--- src/rtl/multicycle_controller_if.sv ---
// Control bundle between the multi-cycle MIPS control FSM and the datapath.
// The controller takes the master view; the datapath (or a bench) takes the slave view.
interface multicycle_controller_if #(
  parameter int unsigned CNT_W = 16
);
  logic [5:0]       OP;
  logic             mem_ready;
  logic             PCWrite;
  logic             PCWriteCond;
  logic             IorD;
  logic             MemRead;
  logic             MemWrite;
  logic             IRWrite;
  logic             MemToReg;
  logic             RegWrite;
  logic             RegDst;
  logic             ALUsrcA;
  logic [1:0]       ALUsrcB;
  logic [1:0]       ALUop;
  logic [1:0]       PCSource;
  logic [3:0]       state;
  logic             instr_done;
  logic             illegal;
  logic [CNT_W-1:0] instr_count;

  modport master (
    input  OP, mem_ready,
    output PCWrite, PCWriteCond, IorD, MemRead, MemWrite, IRWrite, MemToReg, RegWrite,
           RegDst, ALUsrcA, ALUsrcB, ALUop, PCSource, state, instr_done, illegal, instr_count
  );

  modport slave (
    output OP, mem_ready,
    input  PCWrite, PCWriteCond, IorD, MemRead, MemWrite, IRWrite, MemToReg, RegWrite,
           RegDst, ALUsrcA, ALUsrcB, ALUop, PCSource, state, instr_done, illegal, instr_count
  );
endinterface

--- src/rtl/multicycle_controller.sv ---
// Multi-cycle MIPS main control FSM: sequences R/LW/SW/BEQ/J through shared memory and ALU,
// decodes datapath controls from the current state and counts retired instructions.
module multicycle_controller #(
  parameter int unsigned CNT_W = 16
) (
  input logic                    clk,
  input logic                    rst,
  multicycle_controller_if.master bus
);
  localparam logic [5:0] OpR   = 6'b000000;
  localparam logic [5:0] OpLw  = 6'b100011;
  localparam logic [5:0] OpSw  = 6'b101011;
  localparam logic [5:0] OpBeq = 6'b000100;
  localparam logic [5:0] OpJ   = 6'b000010;

  typedef enum logic [3:0] {
    StFetch    = 4'd0,
    StDecode   = 4'd1,
    StMemAddr  = 4'd2,
    StMemRead  = 4'd3,
    StMemWb    = 4'd4,
    StMemWrite = 4'd5,
    StExecute  = 4'd6,
    StRWb      = 4'd7,
    StBranch   = 4'd8,
    StJump     = 4'd9
  } state_e;

  state_e           r_state;
  state_e           w_next;
  logic [CNT_W-1:0] r_count;
  logic             w_done;

  always_ff @(posedge clk) begin
    if (rst) begin
      r_state <= StFetch;
      r_count <= '0;
    end else begin
      r_state <= w_next;
      if (w_done) r_count <= r_count + CNT_W'(1);
    end
  end

  // Codes 10-15 fall into the default arm and recover to FETCH.
  always_comb begin
    w_next = StFetch;
    case (r_state)
      StFetch:    w_next = bus.mem_ready ? StDecode : StFetch;
      StDecode: begin
        case (bus.OP)
          OpR:        w_next = StExecute;
          OpLw, OpSw: w_next = StMemAddr;
          OpBeq:      w_next = StBranch;
          OpJ:        w_next = StJump;
          default:    w_next = StFetch;
        endcase
      end
      StMemAddr: begin
        if (bus.OP == OpLw)      w_next = StMemRead;
        else if (bus.OP == OpSw) w_next = StMemWrite;
        else                     w_next = StFetch;
      end
      StMemRead:  w_next = bus.mem_ready ? StMemWb : StMemRead;
      StMemWb:    w_next = StFetch;
      StMemWrite: w_next = bus.mem_ready ? StFetch : StMemWrite;
      StExecute:  w_next = StRWb;
      StRWb:      w_next = StFetch;
      StBranch:   w_next = StFetch;
      StJump:     w_next = StFetch;
      default:    w_next = StFetch;
    endcase
  end

  always_comb begin
    bus.PCWrite     = 1'b0;
    bus.PCWriteCond = 1'b0;
    bus.IorD        = 1'b0;
    bus.MemRead     = 1'b0;
    bus.MemWrite    = 1'b0;
    bus.IRWrite     = 1'b0;
    bus.MemToReg    = 1'b0;
    bus.RegWrite    = 1'b0;
    bus.RegDst      = 1'b0;
    bus.ALUsrcA     = 1'b0;
    bus.ALUsrcB     = 2'b00;
    bus.ALUop       = 2'b00;
    bus.PCSource    = 2'b00;
    w_done          = 1'b0;
    bus.illegal     = 1'b0;
    // Reset masks every strobe so an abandoned instruction cannot write anything.
    if (!rst) begin
      case (r_state)
        StFetch: begin
          bus.MemRead = 1'b1;
          bus.ALUsrcB = 2'b01;
          bus.IRWrite = bus.mem_ready;
          bus.PCWrite = bus.mem_ready;
        end
        StDecode: begin
          bus.ALUsrcB = 2'b11;
          bus.illegal = !(bus.OP inside {OpR, OpLw, OpSw, OpBeq, OpJ});
        end
        StMemAddr: begin
          bus.ALUsrcA = 1'b1;
          bus.ALUsrcB = 2'b10;
        end
        StMemRead: begin
          bus.MemRead = 1'b1;
          bus.IorD    = 1'b1;
        end
        StMemWb: begin
          bus.RegWrite = 1'b1;
          bus.MemToReg = 1'b1;
          w_done       = 1'b1;
        end
        StMemWrite: begin
          bus.MemWrite = 1'b1;
          bus.IorD     = 1'b1;
          w_done       = bus.mem_ready;
        end
        StExecute: begin
          bus.ALUsrcA = 1'b1;
          bus.ALUop   = 2'b10;
        end
        StRWb: begin
          bus.RegWrite = 1'b1;
          bus.RegDst   = 1'b1;
          w_done       = 1'b1;
        end
        StBranch: begin
          bus.ALUsrcA     = 1'b1;
          bus.ALUop       = 2'b01;
          bus.PCWriteCond = 1'b1;
          bus.PCSource    = 2'b01;
          w_done          = 1'b1;
        end
        StJump: begin
          bus.PCWrite  = 1'b1;
          bus.PCSource = 2'b10;
          w_done       = 1'b1;
        end
        default: ;
      endcase
    end
  end

  assign bus.state       = r_state;
  assign bus.instr_done  = w_done;
  assign bus.instr_count = r_count;
endmodule
--- src/flat_wrapper.sv ---
// flat-port wrapper written by rule: the top's interface ports become plain ports
module multicycle_controller_flat 
#(
  parameter int unsigned CNT_W = 16
)
  (clk, rst, bus_OP, bus_mem_ready, bus_PCWrite, bus_PCWriteCond, bus_IorD, bus_MemRead, bus_MemWrite, bus_IRWrite, bus_MemToReg, bus_RegWrite, bus_RegDst, bus_ALUsrcA, bus_ALUsrcB, bus_ALUop, bus_PCSource, bus_state, bus_instr_done, bus_illegal, bus_instr_count);
  multicycle_controller_if #(.CNT_W(CNT_W)) bus_i ();
  input logic clk;
  input logic rst;
  input wire logic [$bits(bus_i.OP)-1:0] bus_OP;
  input wire logic [$bits(bus_i.mem_ready)-1:0] bus_mem_ready;
  output wire logic [$bits(bus_i.PCWrite)-1:0] bus_PCWrite;
  output wire logic [$bits(bus_i.PCWriteCond)-1:0] bus_PCWriteCond;
  output wire logic [$bits(bus_i.IorD)-1:0] bus_IorD;
  output wire logic [$bits(bus_i.MemRead)-1:0] bus_MemRead;
  output wire logic [$bits(bus_i.MemWrite)-1:0] bus_MemWrite;
  output wire logic [$bits(bus_i.IRWrite)-1:0] bus_IRWrite;
  output wire logic [$bits(bus_i.MemToReg)-1:0] bus_MemToReg;
  output wire logic [$bits(bus_i.RegWrite)-1:0] bus_RegWrite;
  output wire logic [$bits(bus_i.RegDst)-1:0] bus_RegDst;
  output wire logic [$bits(bus_i.ALUsrcA)-1:0] bus_ALUsrcA;
  output wire logic [$bits(bus_i.ALUsrcB)-1:0] bus_ALUsrcB;
  output wire logic [$bits(bus_i.ALUop)-1:0] bus_ALUop;
  output wire logic [$bits(bus_i.PCSource)-1:0] bus_PCSource;
  output wire logic [$bits(bus_i.state)-1:0] bus_state;
  output wire logic [$bits(bus_i.instr_done)-1:0] bus_instr_done;
  output wire logic [$bits(bus_i.illegal)-1:0] bus_illegal;
  output wire logic [$bits(bus_i.instr_count)-1:0] bus_instr_count;
  assign bus_i.OP = bus_OP;
  assign bus_i.mem_ready = bus_mem_ready;
  assign bus_PCWrite = bus_i.PCWrite;
  assign bus_PCWriteCond = bus_i.PCWriteCond;
  assign bus_IorD = bus_i.IorD;
  assign bus_MemRead = bus_i.MemRead;
  assign bus_MemWrite = bus_i.MemWrite;
  assign bus_IRWrite = bus_i.IRWrite;
  assign bus_MemToReg = bus_i.MemToReg;
  assign bus_RegWrite = bus_i.RegWrite;
  assign bus_RegDst = bus_i.RegDst;
  assign bus_ALUsrcA = bus_i.ALUsrcA;
  assign bus_ALUsrcB = bus_i.ALUsrcB;
  assign bus_ALUop = bus_i.ALUop;
  assign bus_PCSource = bus_i.PCSource;
  assign bus_state = bus_i.state;
  assign bus_instr_done = bus_i.instr_done;
  assign bus_illegal = bus_i.illegal;
  assign bus_instr_count = bus_i.instr_count;
  multicycle_controller #(.CNT_W(CNT_W)) u_core (.clk(clk), .rst(rst), .bus(bus_i));
endmodule
--- config.mk ---
export PLATFORM = sky130hd
export DESIGN_NAME = multicycle_controller_flat
export DESIGN_NICKNAME = d
export VERILOG_FILES = /design/src/rtl/multicycle_controller_if.sv /design/src/rtl/multicycle_controller.sv /design/src/flat_wrapper.sv
export SDC_FILE = /design/constraint.sdc
export NUM_CORES = 1
export LEC_CHECK = 0
export BUFFER_PORTS_ARGS = -buffer_cell sky130_fd_sc_hd__buf_2
export CAP_MARGIN = 25
export CORE_ASPECT_RATIO = 0.5
export CORE_MARGIN = 3
export CORE_UTILIZATION = 33
export CTS_BUF_LIST = sky130_fd_sc_hd__clkbuf_4 sky130_fd_sc_hd__clkbuf_8
export CTS_CLUSTER_SIZE = 10
export DETAILED_ROUTE_END_ITERATION = 12
export PLACE_DENSITY = 0.65
export SYNTH_ARGS = -nofsm -noshare
export SYNTH_HDL_FRONTEND = slang
export SYNTH_SLANG_ARGS = --single-unit
--- constraint.sdc ---
create_clock -name clk -period 2.4 [get_ports clk]
set_input_delay 0.24 -clock clk [delete_from_list [all_inputs] [get_ports clk]]
set_output_delay 0.24 -clock clk [all_outputs]
set_load 0.1 [all_outputs]
==> flow_summary.json <==
{
  "dieArea_um2": 4630,
  "clk_pin_slew_ps": 70,
  "ios": 47,
  "synth_area_um2": 1260,
  "final_nets": 214,
  "synth_top_family_by_area": "simple AND/OR/NAND/NOR gates",
  "finalCritPeriodShare_pct": 91.2,
  "grt_max_degree": 22,
  "synthToLayoutAreaGrowth_pct": 37.0,
  "cts-root-buf": "clkbuf_8",
  "cts_buffers": 3,
  "ir_drop_mv": 0.197,
  "slew_headroom_pct": 67.4,
  "leakage_nw": 0.693,
  "required_ps": 2160,
  "whs_ps": 246,
  "hp-class": "in2reg",
  "synthMuxAreaShare_pct": 0.896,
  "ant_nets": 0,
  "die_w_um": 93.3,
  "fmax_mhz": 457,
  "crit_family": "flip-flops",
  "place_inst": 250,
  "criticalPathCategory": "reg2out",
  "first_global_vias": 1109,
  "clk_latency_ps": 260,
  "drt_iter0_drc": 28,
  "tns_ps": 0,
  "cts-htree-levels": 1,
  "cts_tree": "done",
  "clockBufferDepth": 2,
  "synthAdderAreaFrac_pct": 0.995,
  "start_util_pct": 35.4,
  "wl_per_cell_um": 11.7,
  "crit_fanout": 18,
  "synth.net_count": 170,
  "rsz0062_at_grt": "no",
  "grt_overflow": 0,
  "drive_gt1_share_pct": 38.9,
  "dr_total_vias": 1276,
  "synth_compound_area_share_pct": 18.6,
  "finalSetupViolations": 0,
  "crit_slowest_cell": "dfxtp_4",
  "period_minus_slack_ps": 2190,
  "path_cells": "nand2_1 -> o22ai_2 -> nor2_1 -> nor2_2 -> buf_2",
  "via_per_inst": 5.02,
  "die_h_um": 49.7,
  "clkSinkCount": 20,
  "startpoint_type": "register",
  "synthSimpleGateAreaFrac_pct": 36.3,
  "cts_resized": 0,
  "arrival_ps": 1950,
  "worstMarginPinSlew_ps": 493,
  "seq_area_frac_synth_pct": 31.8,
  "numPortBuffers": 46,
  "antenna_found_initial": 0,
  "cp-end-kind": "output port",
  "ys_types": 40,
  "gr-usage-all-layers_pct": 13.6,
  "antenna-diode-count": 0,
  "fp-row-count": 15,
  "cts_setup_buffers": 0,
  "cap_violations": 0,
  "fin_worst_skew_ps": 4.01,
  "crit_buf_inv": 1,
  "gp_congestion": 0.814,
  "synth_warnings": 0,
  "final-max-slew-violation-count": 0,
  "nFillCells": 355,
  "core_um2": 3550,
  "instances_no_fill": 254,
  "power.density_nw_per_um2": 456,
  "synthXorXnorAreaFrac_pct": 6.97,
  "hold_violations": 0,
  "syn_inst": 160,
  "grt_pass1_wl_um": 5220,
  "cts_hold_buffers": 0,
  "route.detailed.drc": 0,
  "hpwl_um": 2270,
  "routed_wirelength_um": 2970,
  "max_stage_delay_ps": 520,
  "dr.pass1.iters": 5,
  "status": "finished clean",
  "ys_ff_latch": 20,
  "syn_area_per_cell_um2": 7.86,
  "total_power_mw": 0.785
}
path summary, 6_finish.rpt:
| path | depth (start not counted) | from | slack [ps] | to |
|---|---|---|---|---|
| max reg2reg | 6 | u_core.bus.state[1]$_SDFF_PP0_ | 380 | u_core.bus.instr_count[12]$_SDFFE_PP0P_ |
| min | 3 | bus_OP[3] | 250 | u_core.bus.state[2]$_SDFF_PP0_ |
| min reg2reg | 2 | u_core.bus.instr_count[15]$_SDFFE_PP0P_ | 480 | u_core.bus.instr_count[15]$_SDFFE_PP0P_ |
| max | 5 | u_core.bus.state[1]$_SDFF_PP0_ | 210 | bus_instr_done |
flip-flops by register name (all words and copies together), names as in the netlist:
| signal | flops |
|---|---|
| u_core.bus.instr_count | 16 |
| u_core.bus.state | 4 |
layout by cell type, fill, tap and decap left out, types with 3 or more instances in the layout:
cell / count
a21oi_1: 8
dfxtp_4: 4
a31oi_1: 3
and2_1: 3
clkbuf_8: 3
nor2b_1: 5
nand3_1: 5
nor4_4: 3
nand2_1: 9
buf_2: 46
dfxtp_1: 16
or3_1: 8
o21ai_0: 13
nor3_4: 4
nor3_1: 3
nor2_1: 17
xor2_1: 8
and3_1: 4
cell type report:
type | instances | area, um2 | share of cell area, %
Multi-Input combinational cell | 129 | 920 | 53.4
Inverter | 2 | 7.51 | 0.436
Tap cell | 51 | 63.8 | 3.70
Sequential cell | 20 | 415 | 24.1
Clock inverter | 1 | 30.0 | 1.74
Clock buffer | 3 | 41.3 | 2.40
Timing Repair Buffer | 48 | 245 | 14.2
Yosys cell counts, drive strengths merged:
cell,instances,area (um2)
a31oi,3,18.8
mux2,1,11.3
or2,2,12.5
a211oi,3,22.5
and4,2,17.5
inv,2,7.51
and2,3,18.8
nand3,5,25.0
and3b,1,8.76
xnor2,2,17.5
o2111ai,3,43.8
nand4,1,6.26
nor2b,6,37.5
or3,8,50.1
a21oi,8,40.0
nor3,7,46.3
o211ai,1,7.51
dfxtp,20,400
o22ai,1,12.5
o21ai,14,73.8
nand2,10,37.5
nor2,20,75.1
ha,1,12.5
o31ai,2,15.0
buf,5,32.5
xor2,8,70.1
or3b,1,8.76
clkbuf,4,15.0
nor4,4,25.0
nor3b,2,15.0
and3,5,31.3
nand2b,3,26.3
or4,2,15.0
per-stage QoR:
stage                     setup WS (ps)  util, %  cell area (um2)
after floorplan                    -783        -             1450
after global routing               84.9     48.6             1720
after global placement              459     46.6             1650
after CTS                           178     48.6             1720
final                               211     48.6             1720
after detailed placement            388     46.6             1650
power by group:
part / internal [mW] / switching [mW] / leakage, nW
Sequential: 0.329 / 0.00776 / 0.164
Clock: 0.223 / 0.113 / 0.0357
Combinational: 0.0266 / 0.0864 / 0.493
Total: 0.578 / 0.207 / 0.693
routing by layer:
layer | GRT usage (%) | up-vias | wire length (um)
li1 | - | 666 | -
met1 | 18.7 | 579 | 1390
met2 | 21.9 | 29 | 1400
met3 | 3.35 | 2 | 166
met4 | 2.19 | 0 | 14
met5 | 0 | - | 0
logic make-up after synthesis:
logic type	Yosys count
and+or+nand+nor	82
AOI/OAI and AO/OA	35
DFF	20
buffers and inverters	11
xor gates and xnor gates	10
muxes	1
adders and majority gates	1
worst register-to-register path: stages (launching register included):
cell	delay [ps]
dfxtp_4	520
nand2_1	170
o22ai_2	320
buf_4	210
o2111ai_4	150
or4_1	430
a21oi_1	150
No activity file was read; power rests on OpenSTA's default activity.
